[src/rtl/key_debounce_multi.sv]
// Multi-channel key debouncer with press/release edge pulses and per-channel auto-repeat.
// Each channel is synchronised, polarity-normalised, debounced and fed to its own repeat FSM.
module key_debounce_multi #(
   parameter int NUM_KEYS        = 4,
   parameter int DEBOUNCE_CYCLES = 50000,
   parameter int REPEAT_DELAY    = 25000000,
   parameter int REPEAT_RATE     = 5000000,
   parameter int ACTIVE_LOW      = 1
) (
   input  logic                iCLK,
   input  logic                iRST_N,
   input  logic [NUM_KEYS-1:0] iKey,
   input  logic [NUM_KEYS-1:0] iRepeatEn,
   output logic [NUM_KEYS-1:0] oLevel,
   output logic [NUM_KEYS-1:0] oPress,
   output logic [NUM_KEYS-1:0] oRelease,
   output logic [NUM_KEYS-1:0] oRepeat
);

   localparam int DB_W    = (DEBOUNCE_CYCLES > 1) ? $clog2(DEBOUNCE_CYCLES) : 1;
   localparam int RPT_MAX = (REPEAT_DELAY > REPEAT_RATE) ? REPEAT_DELAY : REPEAT_RATE;
   localparam int RP_W    = (RPT_MAX > 1) ? $clog2(RPT_MAX) : 1;

   localparam logic [DB_W-1:0] DB_LAST    = DB_W'(DEBOUNCE_CYCLES - 1);
   localparam logic [RP_W-1:0] DELAY_LAST = RP_W'(REPEAT_DELAY - 1);
   localparam logic [RP_W-1:0] RATE_LAST  = RP_W'(REPEAT_RATE - 1);
   // Level a raw key shows when nobody is pressing it.
   localparam logic            REL_LVL    = (ACTIVE_LOW != 32'sd0) ? 1'b1 : 1'b0;

   typedef enum logic [1:0] {
      IDLE  = 2'd0,
      DELAY = 2'd1,
      RPT   = 2'd2
   } rptState_t;

   genvar g;
   generate
      for (g = 0; g < NUM_KEYS; g++) begin : gChan
         logic            metaR;
         logic            syncR;
         logic            keyS;
         logic            diffS;
         logic            acceptS;
         logic            levelR;
         logic            pressR;
         logic            releaseR;
         logic            repeatR;
         logic [DB_W-1:0] dbCntR;
         logic [RP_W-1:0] rpCntR;
         rptState_t       stateR;

         // Two-flop synchroniser, preloaded with the released level.
         always_ff @(posedge iCLK or negedge iRST_N) begin
            if (!iRST_N) begin
               metaR <= REL_LVL;
               syncR <= REL_LVL;
            end else begin
               metaR <= iKey[g];
               syncR <= metaR;
            end
         end

         // Normalise polarity and detect the edge on which a change is accepted.
         always_comb begin
            keyS    = syncR ^ REL_LVL;
            diffS   = keyS ^ levelR;
            acceptS = diffS && (dbCntR == DB_LAST);
         end

         // Debounce counter, debounced level and press/release pulses.
         always_ff @(posedge iCLK or negedge iRST_N) begin
            if (!iRST_N) begin
               dbCntR   <= '0;
               levelR   <= 1'b0;
               pressR   <= 1'b0;
               releaseR <= 1'b0;
            end else begin
               pressR   <= acceptS & keyS;
               releaseR <= acceptS & ~keyS;
               if (!diffS || acceptS) begin
                  dbCntR <= '0;
               end else begin
                  dbCntR <= dbCntR + DB_W'(1);
               end
               if (acceptS) begin
                  levelR <= keyS;
               end else begin
                  levelR <= levelR;
               end
            end
         end

         // Auto-repeat FSM; a release or disable wins over any pending pulse.
         always_ff @(posedge iCLK or negedge iRST_N) begin
            if (!iRST_N) begin
               stateR  <= IDLE;
               rpCntR  <= '0;
               repeatR <= 1'b0;
            end else if (!iRepeatEn[g] || (acceptS && !keyS)) begin
               stateR  <= IDLE;
               rpCntR  <= '0;
               repeatR <= 1'b0;
            end else begin
               case (stateR)
                  IDLE: begin
                     rpCntR  <= '0;
                     repeatR <= 1'b0;
                     stateR  <= (acceptS && keyS) ? DELAY : IDLE;
                  end
                  DELAY: begin
                     if (rpCntR == DELAY_LAST) begin
                        rpCntR  <= '0;
                        repeatR <= 1'b1;
                        stateR  <= RPT;
                     end else begin
                        rpCntR  <= rpCntR + RP_W'(1);
                        repeatR <= 1'b0;
                        stateR  <= DELAY;
                     end
                  end
                  RPT: begin
                     if (rpCntR == RATE_LAST) begin
                        rpCntR  <= '0;
                        repeatR <= 1'b1;
                     end else begin
                        rpCntR  <= rpCntR + RP_W'(1);
                        repeatR <= 1'b0;
                     end
                     stateR <= RPT;
                  end
                  default: begin
                     stateR  <= IDLE;
                     rpCntR  <= '0;
                     repeatR <= 1'b0;
                  end
               endcase
            end
         end

         assign oLevel[g]   = levelR;
         assign oPress[g]   = pressR;
         assign oRelease[g] = releaseR;
         assign oRepeat[g]  = repeatR;
      end
   endgenerate

endmodule

[config.mk]
export PLATFORM = sky130hd
export DESIGN_NAME = key_debounce_multi
export DESIGN_NICKNAME = d
export VERILOG_FILES = /design/src/rtl/key_debounce_multi.sv
export SDC_FILE = /design/constraint.sdc
export NUM_CORES = 1
export LEC_CHECK = 0
export ABC_CLOCK_PERIOD_IN_PS = 2300
export CORE_MARGIN = 4
export CORE_UTILIZATION = 55
export CTS_CLUSTER_DIAMETER = 50
export DETAILED_ROUTE_END_ITERATION = 8
export PLACE_DENSITY_LB_ADDON = 0.15
export SYNTH_ARGS = -nofsm -noshare
export SYNTH_HDL_FRONTEND = slang
export SYNTH_SLANG_ARGS = --single-unit
[constraint.sdc]
create_clock -name iCLK -period 2.3 [get_ports iCLK]
set_input_delay 0.23 -clock iCLK [delete_from_list [all_inputs] [get_ports iCLK]]
set_output_delay 0.23 -clock iCLK [all_outputs]
set_load 0.02 [all_outputs]
==> impl_results.md, run 1 <==
- Area of the core: 17200 sq um
- Fin. max-slew vios: 0
- Setup TNS: 0 ns
- Final cell count without fillers: 1240
- Syn Inst Count: 974
- Part of the cycle the worst path needs: 0.960
- Initial antenna violation count: 0
- Vias/cell: 5.39
- Endpoints failing setup: 0
- GPL Wtd Cong: 0.792
- Vias in the first global route: 6673
- Combinational power share: 0.022
- # rows: 48
- Max-cap violation count: 0
- Power per Cell Area: 610 nW/um^2
- Switching Share: 0.207
- Clk slew on worst S/H paths: 0.07 ns
- First-pass GRT wire length: 30600 microns
- Top_reg_cell synth: dfrtp_1
- Gr usage total: 0.184
- Remaining routing DRC violations: 0
- Critical path required time: 2.60 ns
- WL final: 17200 microns
- Largest net degree at the start of global routing: 69
- Clock share of power: 0.444
- Pre-CTS setup slack: 0.0476 ns
- Initial Util: 0.558
- Yosys cell types: 44
- RSZ-0062 raised after global routing: false
- Seq pwr share: 0.533
- Antenna Cells: 0
- Peak VDD IR: 0.544 mV
- Clock Path Buffers: 2
- Full die area: 19700 sq um
- DR vias: 6683
- Drt wl/cell: 13.8 microns
- Post-synth net total: 1008
- Clock Skew: 0.00824 ns
- Setup crit start kind: flop
- PnR worst setup slack: 0.0909 ns
- Crit Path Class: reg2reg
- Clock tree from TritonCTS: built
- Syn avg cell area: 9.87 sq um
- Grt ovf: 0
- Max transition margin: 0.590
- FILL cells: 1389
- Sequential fraction of the synthesis area: 0.511
- Ys async rst share: 1.00
- Root Driver: clkbuf_16
- Hpwl dp: 11400 microns
- Skew-Pair Late Insertion Delay: 0.43 ns
- Int Pwr: 5200 uW
- Layout Utilization: 0.624
- Slew @ Worst Pin: 0.609 ns
- IO Port Bufs: 25
- Sink Count: 196
- Crit-path max FO: 25
- Largest family of logic cells by synthesized area: simple AND/OR/NAND/NOR gates
- Num CTS Buffers: 17
- Post-synthesis mux area share: 0
- Area grow syn2layout: 11.9%
- DRT iter0 DRCs: 255
- R2R cell count: 5
- Die Width: 140 microns
- Critical Path Sink Type: flop
- Routed Antenna Nets: 0
- Xor-xnor portion of the synthesized cell area: 0.137
- Status: finished, final reports clean
- Worst hold margin: 0.204 ns
- YS warnings: 0
- Cell Area, Synth: 9620 sq um
- Fin nets: 1037
- Layout cell share with drive strength beyond 1: 0.0729
- Crit path DAT: 2.51 ns
- Tmin final: 2.21 ns
- FF+latch count, synth: 196
- Adder-Cell Fraction of Synth Area: 0.0312
- Post-synth EDFFs: 0
- Hold crit path type: in2reg
- Final Hold Vio Count: 0
- H-tree depth: 4
- Peak Freq: 453 MHz
- Sw power: 1360 uW
- Chip height: 140 microns
- Placed Cells: 1207
- Worst hold path depth: 1
- Top Ports: 26
- Compound-gate portion of the synthesized area: 0.0280
- Leak: 0.00419 uW
- Post-Synth Simple-Gate Area: 0.260
- Pre-Repair DR Iteration Count: 4
cell usage in the layout (no fill, tap or decap), types with 4 or more instances in the layout:
cell type	n
a211oi_1	4
a21oi_1	6
a22oi_1	4
and2_1	4
and3_1	22
and4_1	11
buf_12	5
buf_4	13
clkbuf_16	17
clkbuf_8	4
clkdlybuf4s50_1	24
clkinv_2	4
dfrtp_1	188
dfstp_2	8
ha_1	24
inv_1	29
nand2_1	75
nand3_1	58
nand4_1	38
nand4b_1	6
nor2_1	191
nor2_2	6
nor3_1	30
nor4_1	19
nor4b_1	7
nor4bb_1	9
o21ai_0	10
o41ai_2	4
or3_1	5
or4_1	8
xnor2_1	85
xor2_1	65
per-layer routing:
metal  GRT usage  vias to the layer above  share of wire
met3      0.0379                       19          0.027
met5           0                        -              0
li1            -                     3358              -
met4      0.0643                        0          0.018
met1       0.247                     3224           0.48
met2       0.299                       82           0.47
repair_timing:
action	4_1_cts	5_1_grt
endpoints found under the setup margin	0	68
resized for setup	0	4
buffers inserted	0	1
endpoints found under the hold margin	35	0
hold buffers	1	0
cells in the mapped netlist, types with 9 or more instances:
master,n,area share
nor2_1,191,0.075
dfrtp_1,188,0.49
xnor2_1,85,0.077
nand2_1,75,0.029
xor2_1,65,0.059
nand3_1,58,0.030
nand4_1,38,0.025
nor3_1,30,0.016
inv_1,29,0.011
ha_1,24,0.031
and3_1,22,0.014
nor4_1,19,0.012
buf_4,16,0.012
and4_1,11,0.010
clkbuf_1,10,0.0039
o21ai_0,10,0.0052
nor4bb_1,9,0.0094
critical path: stages, from the launching register on:
cell and delay [ns]:
dfrtp_1 0.42, or4b_1 0.52, or4_4 0.57, o21ai_2 0.17
a21o_4 0.32, nor2_1 0.09
registers in the layout, summed over array words and instances, names as in the netlist:
name,flops
gChan.rpCntR,100
gChan.dbCntR,64
gChan.stateR,8
gChan.levelR,4
gChan.metaR,4
gChan.pressR,4
gChan.releaseR,4
gChan.repeatR,4
gChan.syncR,4
through the flow:
stage / area (sq um) / power, uW
2_1_floorplan: 9620 / 3600
3_3_place_gp: 10100 / 3710
3_5_place_dp: 10100 / 3710
4_1_cts: 10700 / 6640
5_1_grt: 10800 / 6820
6_report: 10800 / 6560
cell families (layout without fill, tap and decap cells):
| family | count (synthesis) | count (layout) |
|---|---|---|
| flip-flops | 196 | 196 |
| buffers and inverters | 63 | 104 |
| AO/OA/AOI/OAI | 39 | 39 |
| adder cells (fa/ha/maj) | 24 | 24 |
| XOR/XNOR | 150 | 150 |
| AND/OR/NAND/NOR | 502 | 502 |
power groups by stage:
stage	registers [uW]	clock network, uW	logic, uW
6_report	3500	2910	147
5_1_grt	3500	3140	172
4_1_cts	3500	2980	155
3_5_place_dp	3560	0	152
3_3_place_gp	3560	0	151
2_1_floorplan	3560	0	44.0
worst paths after layout:
check                              startpoint                  end  slack, ns
max in group asynchronous              iRST_N       gChan[3].syncR       1.28
min in group asynchronous              iRST_N   gChan[0].dbCntR[8]       0.29
max                        gChan[2].rpCntR[6]  gChan[2].rpCntR[14]       0.09
min                                   iKey[2]       gChan[2].metaR       0.20
min reg2reg                    gChan[2].metaR       gChan[2].syncR       0.36
max reg2reg                gChan[2].rpCntR[6]  gChan[2].rpCntR[14]       0.09
final cells by class:
cell class	instances	area, sq um	area share
clock buffer	22	474	0.0441
clock inverter	9	104	0.00965
inverter	29	109	0.0101
sequential	196	4910	0.457
multi-input combinational	715	4410	0.410
timing repair buffer	44	462	0.0429
tap	225	282	0.0262
Power figures use the tool's default switching activity.
==> run 2: changes to the inputs <==
--- a/config.mk
+++ b/config.mk
@@ -11,6 +11,7 @@
 export CTS_CLUSTER_DIAMETER = 50
 export DETAILED_ROUTE_END_ITERATION = 8
 export PLACE_DENSITY_LB_ADDON = 0.15
+export RECOVER_POWER = 50
 export SYNTH_ARGS = -nofsm -noshare
 export SYNTH_HDL_FRONTEND = slang
 export SYNTH_SLANG_ARGS = --single-unit
==> impl_results.md, run 2 (synthesis gave the netlist of run 1 again) <==
- Status: finished, final reports clean
- Placed Cells: 1207
- Vias/cell: 5.36
- DR vias: 6652
- CP delay by family, top: simple AND/OR/NAND/NOR gates
- Slew @ Worst Pin: 1.03 ns
- Full die area: 19700 sq um
- Num CTS Buffers: 17
- Leak: 0.00418 uW
- Pre-Repair DR Iteration Count: 4
- Clock Path Buffers: 2
- Switching Share: 0.207
- Tmin final: 2.21 ns
- Endpoints failing setup: 0
- Critical Path, Cell by Cell: or4b_1 > or4_4 > o21ai_2 > a21o_4 > nor2_1
- Peak VDD IR: 0.544 mV
- WL final: 17100 microns
- Clock tree from TritonCTS: built
- Hpwl dp: 11400 microns
- Crit Path Class: reg2reg
- Layout Utilization: 0.622
- Skew-Pair Late Insertion Delay: 0.43 ns
- Clock Skew: 0.00829 ns
- Chip height: 140 microns
- CP Buf/Inv Count: 0
- Seq pwr share: 0.534
- First-pass GRT wire length: 30600 microns
- Initial Util: 0.558
- Setup TNS: 0 ns
- Top Ports: 26
- Commonest non-fill, non-tap cell in the layout: nor2_1
- Setup crit start kind: flop
- Die Width: 140 microns
- Antenna Cells: 0
- Worst path depth: 5
- Worst hold path depth: 1
- Hold crit path type: in2reg
- Crit. Startpoint: gChan[2].rpCntR[6]
- # rows: 48
- Worst reg2reg setup slack: 0.09 ns
- Area of the core: 17200 sq um
- GPL Wtd Cong: 0.792
- Power per Cell Area: 611 nW/um^2
- Fin nets: 1037
- Largest regs: gChan.rpCntR (100), gChan.dbCntR (64), gChan.stateR (8)
- Combinational power share: 0.021
- Top register by number of flip-flops: gChan.rpCntR
- Remaining routing DRC violations: 0
- Worst Setup EP: gChan[2].rpCntR[14]
- Root Driver: clkbuf_16
- FILL cells: 1395
- Final cell count without fillers: 1240
- R2R Path End: gChan[2].rpCntR[14]
- Sw power: 1360 uW
- Peak Freq: 453 MHz
- Sink Count: 196
- RSZ-0062 raised after global routing: false
- R2R cell count: 5
- Max reg flops: 100
- H-tree depth: 4
- Final Hold Vio Count: 0
- Routed Antenna Nets: 0
- Critical Path Sink Type: flop
- Clk slew on worst S/H paths: 0.07 ns
- Vias in the first global route: 6673
- Worst R2R Start: gChan[2].rpCntR[6]
- Initial antenna violation count: 0
- Final Cell Area: 10700 sq um
- DRT iter0 DRCs: 261
- Max-cap violation count: 0
- Layout cell share with drive strength beyond 1: 0.0719
- Int Pwr: 5190 uW
- Worst path max stage delay: 0.57 ns
- Fin. max-slew vios: 0
- Max transition margin: 0.312
- Area after DPL: 10100 sq um
- Drt wl/cell: 13.8 microns
- IO Port Bufs: 25
- Clock share of power: 0.445
- Largest net degree at the start of global routing: 69
- Worst path slowest cell: or4_4
- Part of the cycle the worst path needs: 0.961
- Crit path DAT: 2.51 ns
- Critical path required time: 2.60 ns
- Area grow syn2layout: 11.5%
- Grt ovf: 0
- Gr usage total: 0.184
- Crit-path max FO: 25
- Most frequent cells in the layout: 191 x nor2_1, 188 x dfrtp_1, 85 x xnor2_1, 75 x nand2_1, 65 x xor2_1
[run 2: cell types whose count changed in the layout (fill, tap and decap cells not counted), sizes merged]
cell           delta
clkdlybuf4s50     -4
dlygate4sd3       +4
buf               -3
clkbuf            +3
[run 2: worst min-delay path by stage]
stage	from	to
3_3_place_gp	iRST_N	gChan[0].dbCntR[9]
3_5_place_dp	iRST_N	gChan[0].dbCntR[9]
2_1_floorplan	iRST_N	gChan[0].dbCntR[0]
4_1_cts	iKey[2]	gChan[2].metaR
6_report	iKey[2]	gChan[2].metaR
5_1_grt	iKey[2]	gChan[2].metaR
[run 2: area by class of cell]
| type | count | area, sq um | area share |
|---|---|---|---|
| clock buffers | 22 | 474 | 0.0442 |
| clock inverters | 9 | 104 | 0.00969 |
| repair buffers | 44 | 423 | 0.0395 |
| inverters | 29 | 109 | 0.0102 |
| multi-input cells | 715 | 4410 | 0.412 |
| flip-flops and latches | 196 | 4910 | 0.459 |
| well taps | 225 | 282 | 0.0263 |
[run 2: stage by stage]
stage          power, uW  setup slack (ns)  hold slack (ns)
2_1_floorplan       3600             0.249          -0.0656
3_3_place_gp        3710            0.0892            0.183
3_5_place_dp        3710            0.0476            0.185
4_1_cts             6640            0.0254            0.192
5_1_grt             6810           0.00615            0.333
6_report            6550            0.0908            0.341
[run 2: power by group through the flow]
stage / clock (uW) / sequential, uW / combinational (uW)
after global placement: 0 / 3560 / 151
after CTS: 2980 / 3500 / 155
after detailed placement: 0 / 3560 / 152
after floorplan: 0 / 3560 / 44.0
after global routing: 3140 / 3500 / 162
final: 2910 / 3500 / 137
[run 2: layer usage]
| metal | vias up | track usage | wire length [microns] |
|---|---|---|---|
| li1 | 3358 | - | - |
| met1 | 3208 | 0.247 | 8320 |
| met2 | 67 | 0.299 | 8090 |
| met3 | 19 | 0.0379 | 429 |
| met4 | 0 | 0.0643 | 308 |
| met5 | - | 0 | 0 |
[run 2: timing repair]
action | CTS | global route
hold endpoints to repair | 35 | 0
hold buffers | 1 | 0
endpoints found under the setup margin | 0 | 68
setup buffers | 0 | 1
gates resized for setup | 0 | 4
==> run 3: changes to the inputs <==
--- a/config.mk
+++ b/config.mk
@@ -6,10 +6,12 @@
 export NUM_CORES = 1
 export LEC_CHECK = 0
 export ABC_CLOCK_PERIOD_IN_PS = 2300
+export CORE_ASPECT_RATIO = 2
 export CORE_MARGIN = 4
 export CORE_UTILIZATION = 55
 export CTS_CLUSTER_DIAMETER = 50
 export DETAILED_ROUTE_END_ITERATION = 8
+export HOLD_SLACK_MARGIN = 0.05
 export PLACE_DENSITY_LB_ADDON = 0.15
 export RECOVER_POWER = 50
 export SYNTH_ARGS = -nofsm -noshare
==> impl_results.md, run 3 (synthesis gave the netlist of run 1 again) <==
- Skew-Pair Late Insertion Delay: 0.44 ns
- Tmin final: 2.19 ns
- Clock Skew: 0.0135 ns
- Crit path DAT: 2.50 ns
- DR vias: 6981
- Placed Cells: 1206
- Pre-Repair DR Iteration Count: 4
- Critical Path Sink Type: flop
- Worst path slowest cell: or4_4
- Final cell count without fillers: 1239
- Root Driver: clkbuf_16
- Leak: 0.00426 uW
- CP Buf/Inv Count: 0
- DRT iter0 DRCs: 287
- Area of the core: 17200 sq um
- FF+latch area: 4910 sq um
- Max-cap violation count: 1
- Grt ovf: 0
- # rows: 68
- Layout Utilization: 0.630
- Largest regs: gChan.rpCntR (100), gChan.dbCntR (64), gChan.stateR (8)
- Num CTS Buffers: 17
- Clk slew on worst S/H paths: 0.08 ns
- Hold crit path type: in2reg
- Final Hold Vio Count: 0
- Chip height: 195 microns
- Critical Path, Cell by Cell: or4b_1 > or4_4 > o21ai_2 > a21o_4 > nor2_1
- Crit Path Class: reg2reg
- Top Ports: 26
- Slew @ Worst Pin: 1.76 ns
- IO Port Bufs: 25
- Antenna Cells: 0
- Setup bufs post-CTS: 0
- Clock Path Buffers: 2
- Setup crit start kind: flop
- Most frequent cells in the layout: 191 x nor2_1, 188 x dfrtp_1, 85 x xnor2_1, 75 x nand2_1, 65 x xor2_1
- Clock tree from TritonCTS: built
- CP delay by family, top: simple AND/OR/NAND/NOR gates
- Max reg flops: 100
- Fin. max-slew vios: 66
- Top register by number of flip-flops: gChan.rpCntR
- Crit-path max FO: 25
- Vias in the first global route: 7294
- Worst path max stage delay: 0.56 ns
- Multi-input gate area: 4400 sq um
- Gr usage total: 0.205
- Pre-CTS setup slack: 0.0271 ns
- Fin nets: 1050
- Peak VDD IR: 0.487 mV
- Critical path required time: 2.61 ns
- Sink Count: 196
- PnR worst setup slack: 0.109 ns
- WL final: 19000 microns
- Status: finished, violations left
- Power per Cell Area: 616 nW/um^2
- Largest net degree at the start of global routing: 68
- Initial Util: 0.559
- Area grow syn2layout: 12.6%
- GPL Wtd Cong: 0.851
- Peak Freq: 456 MHz
- Routed Antenna Nets: 0
- Die Width: 101 microns
- H-tree depth: 4
- FILL cells: 1489
- Setup TNS: 0 ns
- Full die area: 19800 sq um
- Remaining routing DRC violations: 0
- Drt wl/cell: 15.3 microns
- Worst hold margin: 0.330 ns
- Vias/cell: 5.63
- Max transition margin: -0.174
- Endpoints failing setup: 0
- Part of the cycle the worst path needs: 0.953
- Initial antenna violation count: 0
- First-pass GRT wire length: 32800 microns
- Commonest non-fill, non-tap cell in the layout: nor2_1
- Hpwl dp: 13800 microns
- Layout cell share with drive strength beyond 1: 0.0855
- Violated checks: capacitance limit, slew limit
## run 3: cell count changes in the layout (fill, tap and decap cells not counted), sizes merged
cell    before  now
inv         29   34
clkbuf      26   19
buf         15   31
## run 3: per-stage QoR
| stage | total power (uW) | instance area [sq um] |
|---|---|---|
| floorplan | 3600 | 9620 |
| global placement | 3720 | 10200 |
| detailed placement | 3720 | 10200 |
| CTS | 6760 | 10800 |
| global route | 6910 | 10800 |
| finish | 6670 | 10800 |
## run 3: power by group
| part | total [uW] | internal (uW) | leakage [uW] | switching (uW) |
|---|---|---|---|---|
| Sequential | 3500 | 3470 | 0.00270 | 21.6 |
| Combinational | 148 | 44.2 | 0.00127 | 104 |
| Clock | 3020 | 1660 | 0.000290 | 1360 |
## run 3: path summary, 6_finish.rpt
path                                            end           startpoint  depth (start not counted)  slack [ns]
worst max-delay path            gChan[2].rpCntR[16]  gChan[2].rpCntR[17]                          5        0.11
worst min-delay path                 gChan[2].metaR              iKey[2]                          1        0.33
worst max register to register  gChan[2].rpCntR[16]  gChan[2].rpCntR[17]                          5        0.11
worst min register to register       gChan[3].syncR       gChan[3].metaR                          0        0.36
max in group asynchronous            gChan[2].syncR               iRST_N                          3        0.35
min in group asynchronous        gChan[0].dbCntR[8]               iRST_N                          2        0.79
## run 3: what timing repair did
| item | 4_1_cts | 5_1_grt |
|---|---|---|
| endpoints found under the setup margin | 0 | 48 |
| resized for setup | 0 | 2 |
| endpoints found under the hold margin | 63 | 0 |
| hold buffers | 1 | 0 |
## run 3: area by class of cell
class,instances,share of cell area
multi-input cells,715,0.406
inverters,29,0.0101
repair buffers,57,0.0497
clock buffers,18,0.0406
flip-flops and latches,196,0.454
well taps,210,0.0243
clock inverters,14,0.0153
## run 3: per-layer routing
layer  share of wire  track usage  wire [microns]  vias up
li1                -            -               -     3388
met1            0.38        0.216            7230     3459
met2            0.58        0.388           10900       98
met3           0.019       0.0315             356       36
met4           0.026       0.0858             489        0
met5               0            0               0        -
